`config.mk`:
```
export PLATFORM = sky130hd
export DESIGN_NAME = ltc_2656_update_seq
export DESIGN_NICKNAME = d
export VERILOG_FILES = /design/src/rtl/ltc_2656_pkg.sv /design/src/rtl/ltc_2656_dirty_pick.sv /design/src/rtl/ltc_2656_update_seq.sv
export SDC_FILE = /design/constraint.sdc
export NUM_CORES = 1
export LEC_CHECK = 0
export BUFFER_PORTS_ARGS = -buffer_cell sky130_fd_sc_hd__clkbuf_2
export CORE_AREA = 2 2 150 182
export CTS_BUF_LIST = sky130_fd_sc_hd__clkbuf_4
export DETAILED_ROUTE_END_ITERATION = 8
export DIE_AREA = 0 0 152 184
export PLACE_DENSITY = 0.44
export RECOVER_POWER = 100
export REMOVE_ABC_BUFFERS = 1
export SLEW_MARGIN = 25
export SYNTH_ARGS = -nofsm -noshare
export SYNTH_HDL_FRONTEND = slang
export SYNTH_SLANG_ARGS = --single-unit
```
`constraint.sdc`:
```
create_clock -name clk -period 2.4 [get_ports clk]
set_input_delay 0.36 -clock clk [delete_from_list [all_inputs] [get_ports clk]]
set_output_delay 0.36 -clock clk [all_outputs]
set_load 0.03 [all_outputs]
```
`src/rtl/ltc_2656_pkg.sv`:
```
// Shared constants for the LTC-2656 update sequencer: command codes, broadcast
// address and FSM state encoding.
package ltc_2656_pkg;

  localparam logic [3:0] CMD_WRITE_N       = 4'b0000;
  localparam logic [3:0] CMD_UPDATE_N      = 4'b0001;
  localparam logic [3:0] CMD_WRITE_UPD_ALL = 4'b0010;
  localparam logic [3:0] CMD_WRITE_UPD_N   = 4'b0011;
  localparam logic [3:0] CMD_PWRDN_N       = 4'b0100;
  localparam logic [3:0] CMD_PWRDN_ALL     = 4'b0101;
  localparam logic [3:0] CMD_REF_INT       = 4'b0110;
  localparam logic [3:0] CMD_REF_EXT       = 4'b0111;
  localparam logic [3:0] CMD_NOP           = 4'b1111;

  localparam logic [3:0] ADDR_ALL = 4'hF;

  localparam logic [3:0] S_INIT      = 4'd0;
  localparam logic [3:0] S_INIT_WAIT = 4'd1;
  localparam logic [3:0] S_IDLE      = 4'd2;
  localparam logic [3:0] S_SCAN      = 4'd3;
  localparam logic [3:0] S_WAIT      = 4'd4;
  localparam logic [3:0] S_LDAC      = 4'd5;
  localparam logic [3:0] S_LWAIT     = 4'd6;
  localparam logic [3:0] S_DONE      = 4'd7;
  localparam logic [3:0] S_CLR       = 4'd8;
  localparam logic [3:0] S_CLR_WAIT  = 4'd9;

  typedef struct packed {
    logic [3:0]  cmd;
    logic [3:0]  addr;
    logic [15:0] data;
  } dac_word_t;

  function automatic logic [3:0] ref_select_cmd(input bit use_int_ref);
    return use_int_ref ? CMD_REF_INT : CMD_REF_EXT;
  endfunction

endpackage

```
`src/rtl/ltc_2656_dirty_pick.sv`:
```
// Finds the lowest dirty channel at or above the scan pointer.
// A pointer of 8 masks everything, signalling the scan is exhausted.
module ltc_2656_dirty_pick (
  input  logic [7:0] i_dirty,
  input  logic [3:0] i_ptr,
  output logic       o_found,
  output logic [2:0] o_idx
);

  always_comb begin
    o_found = 1'b0;
    o_idx   = 3'd0;
    // Descending walk so the last hit is the lowest qualifying index
    for (int i = 7; i >= 0; i--) begin
      if (i_dirty[i] && (4'(i) >= i_ptr)) begin
        o_found = 1'b1;
        o_idx   = 3'(i);
      end
    end
  end

endmodule

```
`src/rtl/ltc_2656_update_seq.sv`:
```
// Shadow-register sequencer for the LTC-2656 SPI driver: flushes dirty channels
// on commit followed by a single LDAC, and handles reference select and CLR.
module ltc_2656_update_seq
  import ltc_2656_pkg::*;
#(
  parameter bit USE_INT_REF = 1'b1
) (
  input  logic        clk,
  input  logic        resetn,
  input  logic        i_wr_valid,
  output logic        o_wr_ready,
  input  logic [2:0]  i_wr_channel,
  input  logic [15:0] i_wr_value,
  input  logic        i_commit,
  input  logic        i_clear,
  output logic        o_busy,
  output logic        o_done,
  output logic [3:0]  o_dac_cmd,
  output logic [3:0]  o_dac_channel,
  output logic [15:0] o_dac_value,
  output logic        o_dac_start,
  output logic        o_dac_ldac,
  output logic        o_dac_clr,
  input  logic        i_dac_idle
);

  logic [3:0]  r_state;
  logic [15:0] r_shadow [8];
  logic [7:0]  r_dirty;
  logic [3:0]  r_ptr;
  logic        r_sent;
  logic        r_commit_pend;
  logic        r_clear_pend;

  logic        r_busy, r_wr_ready, r_done;
  logic        r_dac_start, r_dac_ldac, r_dac_clr;
  logic [3:0]  r_dac_cmd, r_dac_channel;
  logic [15:0] r_dac_value;

  logic [3:0]  w_state_next;
  logic [3:0]  w_ptr_next;
  logic        w_sent_next;
  logic [3:0]  w_cmd_next, w_channel_next;
  logic [15:0] w_value_next;
  logic        w_start_next, w_ldac_next, w_clr_next, w_done_next;
  logic [7:0]  w_dirty_clr;
  logic [7:0]  w_dirty_set;
  logic        w_shadow_zero;
  logic        w_commit_take;
  logic        w_wr_fire;
  logic        w_commit_eff, w_clear_eff;
  logic        w_found;
  logic [2:0]  w_idx;

  ltc_2656_dirty_pick u_pick (
    .i_dirty (r_dirty),
    .i_ptr   (r_ptr),
    .o_found (w_found),
    .o_idx   (w_idx)
  );

  assign w_wr_fire    = i_wr_valid & r_wr_ready;
  assign w_dirty_set  = w_wr_fire ? (8'd1 << i_wr_channel) : 8'd0;
  // A request arriving in the same cycle as IDLE is acted on immediately
  assign w_commit_eff = r_commit_pend | i_commit;
  assign w_clear_eff  = r_clear_pend  | i_clear;

  always_comb begin
    w_state_next   = r_state;
    w_ptr_next     = r_ptr;
    w_sent_next    = r_sent;
    w_cmd_next     = r_dac_cmd;
    w_channel_next = r_dac_channel;
    w_value_next   = r_dac_value;
    w_start_next   = 1'b0;
    w_ldac_next    = 1'b0;
    w_clr_next     = 1'b0;
    w_done_next    = 1'b0;
    w_dirty_clr    = 8'd0;
    w_shadow_zero  = 1'b0;
    w_commit_take  = 1'b0;
    case (r_state)
      S_INIT: begin
        if (i_dac_idle) begin
          w_cmd_next     = ref_select_cmd(USE_INT_REF);
          w_channel_next = ADDR_ALL;
          w_value_next   = 16'd0;
          w_start_next   = 1'b1;
          w_state_next   = S_INIT_WAIT;
        end
      end
      S_INIT_WAIT: if (i_dac_idle) w_state_next = S_IDLE;
      S_IDLE: begin
        if (w_clear_eff) begin
          w_state_next = S_CLR;
        end else if (w_commit_eff) begin
          w_state_next  = S_SCAN;
          w_ptr_next    = 4'd0;
          w_sent_next   = 1'b0;
          w_commit_take = 1'b1;
        end
      end
      S_SCAN: begin
        if (w_found) begin
          w_cmd_next     = CMD_WRITE_N;
          w_channel_next = {1'b0, w_idx};
          w_value_next   = r_shadow[w_idx];
          w_start_next   = 1'b1;
          w_dirty_clr    = 8'd1 << w_idx;
          w_ptr_next     = {1'b0, w_idx} + 4'd1;
          w_sent_next    = 1'b1;
          w_state_next   = S_WAIT;
        end else begin
          w_state_next = r_sent ? S_LDAC : S_DONE;
        end
      end
      S_WAIT: if (i_dac_idle) w_state_next = S_SCAN;
      S_LDAC: begin
        w_ldac_next  = 1'b1;
        w_state_next = S_LWAIT;
      end
      S_LWAIT: if (i_dac_idle) w_state_next = S_DONE;
      S_DONE: begin
        w_done_next  = 1'b1;
        w_state_next = S_IDLE;
      end
      S_CLR: begin
        w_clr_next    = 1'b1;
        w_shadow_zero = 1'b1;
        w_state_next  = S_CLR_WAIT;
      end
      S_CLR_WAIT: if (i_dac_idle) w_state_next = S_IDLE;
      default: w_state_next = S_INIT;
    endcase
  end

  always_ff @(posedge clk) begin
    if (!resetn) begin
      r_state       <= S_INIT;
      r_dirty       <= 8'd0;
      r_ptr         <= 4'd0;
      r_sent        <= 1'b0;
      r_commit_pend <= 1'b0;
      r_clear_pend  <= 1'b0;
      r_busy        <= 1'b1;
      r_wr_ready    <= 1'b0;
      r_done        <= 1'b0;
      r_dac_cmd     <= CMD_NOP;
      r_dac_channel <= 4'd0;
      r_dac_value   <= 16'd0;
      r_dac_start   <= 1'b0;
      r_dac_ldac    <= 1'b0;
      r_dac_clr     <= 1'b0;
    end else begin
      r_state <= w_state_next;
      r_ptr   <= w_ptr_next;
      r_sent  <= w_sent_next;
      // Write wins over a same-cycle dispatch of the same channel
      r_dirty <= w_shadow_zero ? 8'd0 : ((r_dirty & ~w_dirty_clr) | w_dirty_set);

      if (w_commit_take)        r_commit_pend <= 1'b0;
      else if (i_commit)        r_commit_pend <= 1'b1;
      else if (r_state == S_CLR) r_commit_pend <= 1'b0;

      if (i_clear)              r_clear_pend <= 1'b1;
      else if (r_state == S_CLR) r_clear_pend <= 1'b0;

      r_busy     <= (w_state_next != S_IDLE);
      r_wr_ready <= !((w_state_next == S_INIT) || (w_state_next == S_INIT_WAIT) ||
                      (w_state_next == S_CLR)  || (w_state_next == S_CLR_WAIT));
      r_done        <= w_done_next;
      r_dac_cmd     <= w_cmd_next;
      r_dac_channel <= w_channel_next;
      r_dac_value   <= w_value_next;
      r_dac_start   <= w_start_next;
      r_dac_ldac    <= w_ldac_next;
      r_dac_clr     <= w_clr_next;
    end
  end

  for (genvar gi = 0; gi < 8; gi++) begin : g_shadow
    always_ff @(posedge clk) begin
      if (!resetn || w_shadow_zero) begin
        r_shadow[gi] <= 16'd0;
      end else if (w_wr_fire && (i_wr_channel == 3'(gi))) begin
        r_shadow[gi] <= i_wr_value;
      end
    end
  end

  assign o_wr_ready    = r_wr_ready;
  assign o_busy        = r_busy;
  assign o_done        = r_done;
  assign o_dac_cmd     = r_dac_cmd;
  assign o_dac_channel = r_dac_channel;
  assign o_dac_value   = r_dac_value;
  assign o_dac_start   = r_dac_start;
  assign o_dac_ldac    = r_dac_ldac;
  assign o_dac_clr     = r_dac_clr;

endmodule

```
## Yosys cells after proc, flatten, opt, wreduce, memory -nomap -nowiden

Memories as Yosys holds them, arrays and structs flattened.
Index checks and enable logic that the tools add are counted.

| word-level totals | value |
|---|---|
| register bits after elaboration | 49 |
| RAM bits | 128 |
| bits of input ports | 25 |
| output and inout bits | 30 |
| logic and storage cells | 191 |
| memories | 1 |

| operators by class | value |
|---|---|
| $add $sub $neg | 1 |
| order comparisons | 8 |
| eq/ne operators | 24 |
| shift operators | 2 |
| mux-type cells | 91 |
| bitwise gates (word level) | 15 |
| reduce and logical (&&, ||, !) cells | 34 |

Memory list:

| name | depth | bits a word | read ports | clocked after Yosys merged registers in | wr ports | line | source |
|---|---|---|---|---|---|---|---|
| r_shadow | 8 | 16 | 1 | 0 | 8 | ltc_2656_update_seq.sv:28 | `logic [15:0] r_shadow [8];` |

Operators with widths:

| cell | count |
|---|---|
| 16-bit 2-to-1 mux | 10 |
| 4-bit 2-to-1 mux | 13 |
| 1-bit 2-to-1 mux | 48 |
| 4-bit one-hot mux with 9 select lines | 1 |
| 16-bit one-hot mux with 2 select lines | 1 |
| 3-bit 2-to-1 mux | 8 |
| 8-bit 2-to-1 mux | 3 |
| 4-bit one-hot mux with 2 select lines | 3 |
| 4-bit by 3-bit equality test with 1-bit output (second input constant) | 4 |
| 4-bit equality test (second input constant) | 4 |
| 3-bit by 4-bit >= comparator with 1-bit output (first input constant) | 4 |
| 1-bit logical AND | 16 |
| 1-bit by 3-bit left shift with 8-bit output (first input constant) | 2 |
| 3-bit equality test (second input constant) | 4 |
| 1-bit bitwise OR | 10 |
| 8-bit AND | 1 |
| 4-bit by 1-bit equality test with 1-bit output (second input constant) | 2 |
| 4-bit by 2-bit equality test with 1-bit output (second input constant) | 2 |
| 1-bit by 4-bit >= comparator with 1-bit output (first input constant) | 2 |
| 2-bit by 4-bit >= comparator with 1-bit output (first input constant) | 2 |
| 4-bit zero test | 2 |
| 8-bit NOT | 1 |
| 8-bit bitwise OR | 1 |
| 2-bit nonzero test | 4 |
| other kinds (16) | 27 |

## Longest topological paths before layout

| depth | value |
|---|---|
| depth after elaboration | 17 |
| gate-level depth with buffers | 11 |
| depth with buffers taken out | 10 |

## By module

A second synthesis with hierarchy kept.

| unflattened totals | value |
|---|---|
| cells, all modules | 568 |
| area, all modules | 7822.5 um^2 |

By module, submodules not included:

| module | times used | cells an instance | area each (um^2) | sequential area each (um^2) |
|---|---|---|---|---|
| ltc_2656_update_seq | 1 | 530 | 7586.0 | 4784.6 |
| ltc_2656_dirty_pick | 1 | 38 | 236.5 | 0.0 |

## Worst setup path after synthesis

No wires, ideal clock.

| path | value |
|---|---|
| kind | register to register |
| start point | register r_wr_ready (netlist: o_wr_ready) |
| end point | memory r_shadow[0][0] (enable) |
| library setup time | 0.415 ns |
| arrival time | 2.010 ns |
| required time | 1.985 ns |
| setup slack | -0.024 ns |
| stages on the path, launching flop included | 3 |
| path buffers | 0 |
| clock period less this slack | 2.424 ns |
| cells stage by stage | dfxtp_1 -> nand3b_1 -> o31ai_1 |

RTL lines:

| item | line | source |
|---|---|---|
| start, declared | ltc_2656_update_seq.sv:35 | `logic r_busy, r_wr_ready, r_done;` |
| start signal, assigned | ltc_2656_update_seq.sv:169 | `r_wr_ready <= !((w_state_next == S_INIT) \|\| (w_state_next == S_INIT_WAIT) \|\|` |
| end, declared | ltc_2656_update_seq.sv:28 |  |

## Final worst setup path

| path | value |
|---|---|
| start point | register r_ptr[1] |
| end point | register r_dac_value[10] (netlist: o_dac_value[10]) |

| on the way | value |
|---|---|
| word-level cells in the longest chain between the ends | 13 |
| elaborated cells between the ends (all ways) | 37 |
| classes of those cells | 8 x order compare; 1 x eq/ne; 18 x mux; 9 x reduce/logical; 1 x memory |

RTL lines:

| item | line | source |
|---|---|---|
| start, declared | ltc_2656_update_seq.sv:30 | `logic [3:0] r_ptr;` |
| start signal, assigned | ltc_2656_update_seq.sv:156 | `r_ptr <= w_ptr_next;` |
| 3-bit by 4-bit >= comparator with 1-bit output | ltc_2656_dirty_pick.sv:15 | `if (i_dirty[i] && (4'(i) >= i_ptr)) begin` |
| 1-bit logical AND | ltc_2656_dirty_pick.sv:15 |  |
| 3-bit 2-to-1 mux (8 in a row) | ltc_2656_dirty_pick.sv:15 |  |
| memory 8 x 16 bit | - |  |
| 16-bit 2-to-1 mux | ltc_2656_update_seq.sv:104 | `if (w_found) begin` |
| 16-bit one-hot mux with 2 select lines | ltc_2656_update_seq.sv:82 | `case (r_state)` |
| end signal, assigned | ltc_2656_update_seq.sv:174 | `r_dac_value <= w_value_next;` |
| end, declared | ltc_2656_update_seq.sv:38 | `logic [15:0] r_dac_value;` |

Several ways; a longest one is shown, not always the timed one. The select of a mux whose other input is x is not followed.
A chain may end at the register's enable or synchronous reset.

==> metrics.txt <==
Initial Util 0.298; fraction of final layout cells with drive strength greater than 1 0.199; Ports 55; most common cell in the synthesized netlist and2_1; number of placed instances, taps included 1,058; Final Hold Fails 0; TritonCTS clock tree built; via count of the first global-routing pass 5,656; clock-pin transition on the worst setup and hold timing paths 0.15 ns; antenna violations before repair 3; number of DRC markers after the initial detailed-route iteration 302; Synth cell types 57; Most used DFF post-synth edfxtp_1; DRC viols 0; min setup slack post-route 0.0531 ns; fill cell instance count of the final layout 2,606; largest area contributor in the netlist edfxtp_1; Yosys top cell area share 0.495; total of buffers placed on input and output ports 54; setup_tns 0 ns; GR Util All Layers 0.162; transition time at the pin with the least slew margin 0.674 ns; gate count of the mapped netlist 666; number of buffers on the longest clock path 2; count of standard-cell rows 65; status completed; number of flops mapped to enable cells by yosys 128; number of nets still failing antenna checks after routing 0; WP data arrival 2.80 ns; die footprint 28,000 sq um; number of synthesized register bits 175; routed vias 5,531; die outline height 184 um; fin crit period 2.35 ns; total core area 26,100 sq um; wirelength, routed 22,400 um; worst hold-check slack 0.0660 ns; grt total ovfl 0; slew margin rel. 0.550; worst supply voltage drop on vdd 0.000298 V; Async SR Flop Fraction 0; unrepaired setup endpoints after global routing yes; number of nets at the end of the flow 778; HP Class in -> reg; static leakage power 0.00341 uW; Via-to-Cell Ratio 5.04; global-route wire length before repair 33,900 um; final cell count without fillers 1,097; HPWL after DPL 13,500 um; Critical Path Start Type flop; upper clock frequency limit 0.426 GHz; crit share post-route 0.978; Avg WL per Cell 20.4 um; CTS Hold Bufs 0; top fanout value on the critical path 16; Area growth syn-to-layout 17.3%; H-tree depth 4; CTS buffer count 17; clock latency of the later-clocked register in the worst-skew pair 0.57 ns; cell types with the largest area share after synthesis edfxtp_1 49%, dfxtp_1 12%, and2_1 11%, a221oi_1 3.5%, nand2_1 2.7%; clk_skew 0.0177 ns; GP Congestion 0.821; mean instance size in the synthesized netlist 11.7 sq um; required time worst endpoint 2.85 ns; MaxCap Viol Count 0; Setup Crit Path Kind reg -> reg; number of pins with negative max-slew slack in the final report 0; cell area after synthesis 7770 sq um; total iterations of the first detailed-routing run 5; worst-case setup slack after placement -0.0985 ns; endpoints failing setup 0; Worst Setup End Kind flop; Yosys Warn Count 0; clock tree sinks 175; pin count of the biggest net entering global routing 32; Clk Tree Root Cell clkbuf_4; proportion of synthesized chip area in sequential cells 0.616; pwr/cell area 605 nW/um^2; width of the die 152 um; cell types with the highest counts after synthesis 135 x and2_1, 128 x edfxtp_1, 55 x nand2_1, 47 x dfxtp_1, 34 x clkbuf_1
## power by group
group | switching [uW] | leakage [uW] | total (uW) | internal (uW)
clock network | 1100 | 0.000139 | 1630 | 527
registers | 55.4 | 0.00171 | 3430 | 3370
logic | 316 | 0.00156 | 454 | 138
total | 1480 | 0.00341 | 5510 | 4040
## flip-flops by register name (all words and copies together) (netlist names), 2 cells and up
signal and cells:
r_state 4, r_shadow 128, o_dac_cmd 2, o_dac_value 16, o_dac_channel 4, r_ptr 4, r_dirty 8
## cell type report
| class | instances | area [sq um] | share of cell area |
|---|---|---|---|
| repair inverters | 1 | 8.76 | 0.000961 |
| clock inverters | 15 | 138 | 0.0151 |
| well taps | 335 | 419 | 0.0460 |
| inverters | 6 | 48.8 | 0.00535 |
| repair buffers | 102 | 663 | 0.0728 |
| flip-flops and latches | 175 | 4790 | 0.526 |
| clock buffers | 17 | 128 | 0.0140 |
| multi-input cells | 444 | 2910 | 0.319 |
| diodes | 2 | 5.00 | 0.000549 |
## critical path, cell delays in order (launching register included)
cell and delay, ns:
dfxtp_4 0.40, and4b_1 0.21, or3_4 0.38, a21bo_4 0.21, o21ai_4 0.06, and3_4 0.18
buf_12 0.16, a22o_1 0.23, or3_1 0.38
## cell usage in the layout, fill, tap and decap left out, types with 3 or more instances in the layout
cell	netlist	final
a21boi_0	5	5
a21oi_1	29	28
a221oi_1	31	19
a221oi_2	0	12
a22o_1	17	17
a22oi_1	3	3
a31o_2	8	8
and2_1	135	135
buf_12	0	4
buf_4	2	39
clkbuf_1	34	32
clkbuf_2	0	24
clkbuf_4	0	17
clkinv_2	0	3
clkinv_4	0	4
clkinvlp_4	0	3
dfxtp_1	47	43
edfxtp_1	128	128
ha_1	6	5
inv_1	5	5
inv_6	0	5
nand2_1	55	55
nand2b_1	6	6
nand3_1	23	23
nand3b_1	3	3
nor2_1	23	22
nor2b_1	11	11
nor3_1	5	3
nor3_2	1	3
nor4b_1	3	3
o21ai_0	17	9
o21ai_1	12	17
o21ai_2	0	3
or3_1	16	16
## timing repair
item,4_1_cts,5_1_grt
setup endpoints to repair,20,19
pin swaps,1,2
gates resized for setup,8,27
buffers inserted,1,3
endpoints found under the hold margin,0,0
gates cloned,1,1
## routing by layer
| metal | wire [um] | share of wire | global-route usage |
|---|---|---|---|
| met1 | 9860 | 0.44 | 0.197 |
| met3 | 924 | 0.041 | 0.0349 |
| met5 | 13 | 0.00058 | 0 |
| met2 | 11200 | 0.50 | 0.285 |
| met4 | 453 | 0.020 | 0.0531 |
## cells by family after synthesis
| kind of cell | after synthesis | share of synthesized area |
|---|---|---|
| and+or+nand+nor | 293 | 0.211 |
| buffers and inverters | 47 | 0.0271 |
| AOI/OAI and AO/OA | 143 | 0.134 |
| xor gates and xnor gates | 1 | 0.00113 |
| DFF | 175 | 0.616 |
| muxes | 1 | 0.00129 |
| adders and majority gates | 6 | 0.00966 |
## final timing paths
| kind | from | cells after the start | slack (ns) | endpoint |
|---|---|---|---|---|
| setup / recovery | r_ptr[1] | 8 | 0.05 | o_dac_value[10] |
| hold / removal | i_clear | 3 | 0.07 | r_clear_pend |
| setup reg to reg | r_ptr[1] | 8 | 0.05 | o_dac_value[10] |
| hold reg to reg | o_dac_channel[3] | 2 | 0.48 | o_dac_channel[3] |
## through the flow
| stage | utilization | cell area [sq um] | total power [uW] |
|---|---|---|---|
| final | 0.349 | 9110 | 5510 |
| after floorplan | - | 7580 | 3710 |
| after global placement | 0.333 | 8690 | 3940 |
| after detailed placement | 0.333 | 8690 | 3950 |
| after global routing | 0.349 | 9110 | 5740 |
| after CTS | 0.346 | 9020 | 5590 |
Power figures use the tool's default switching activity.
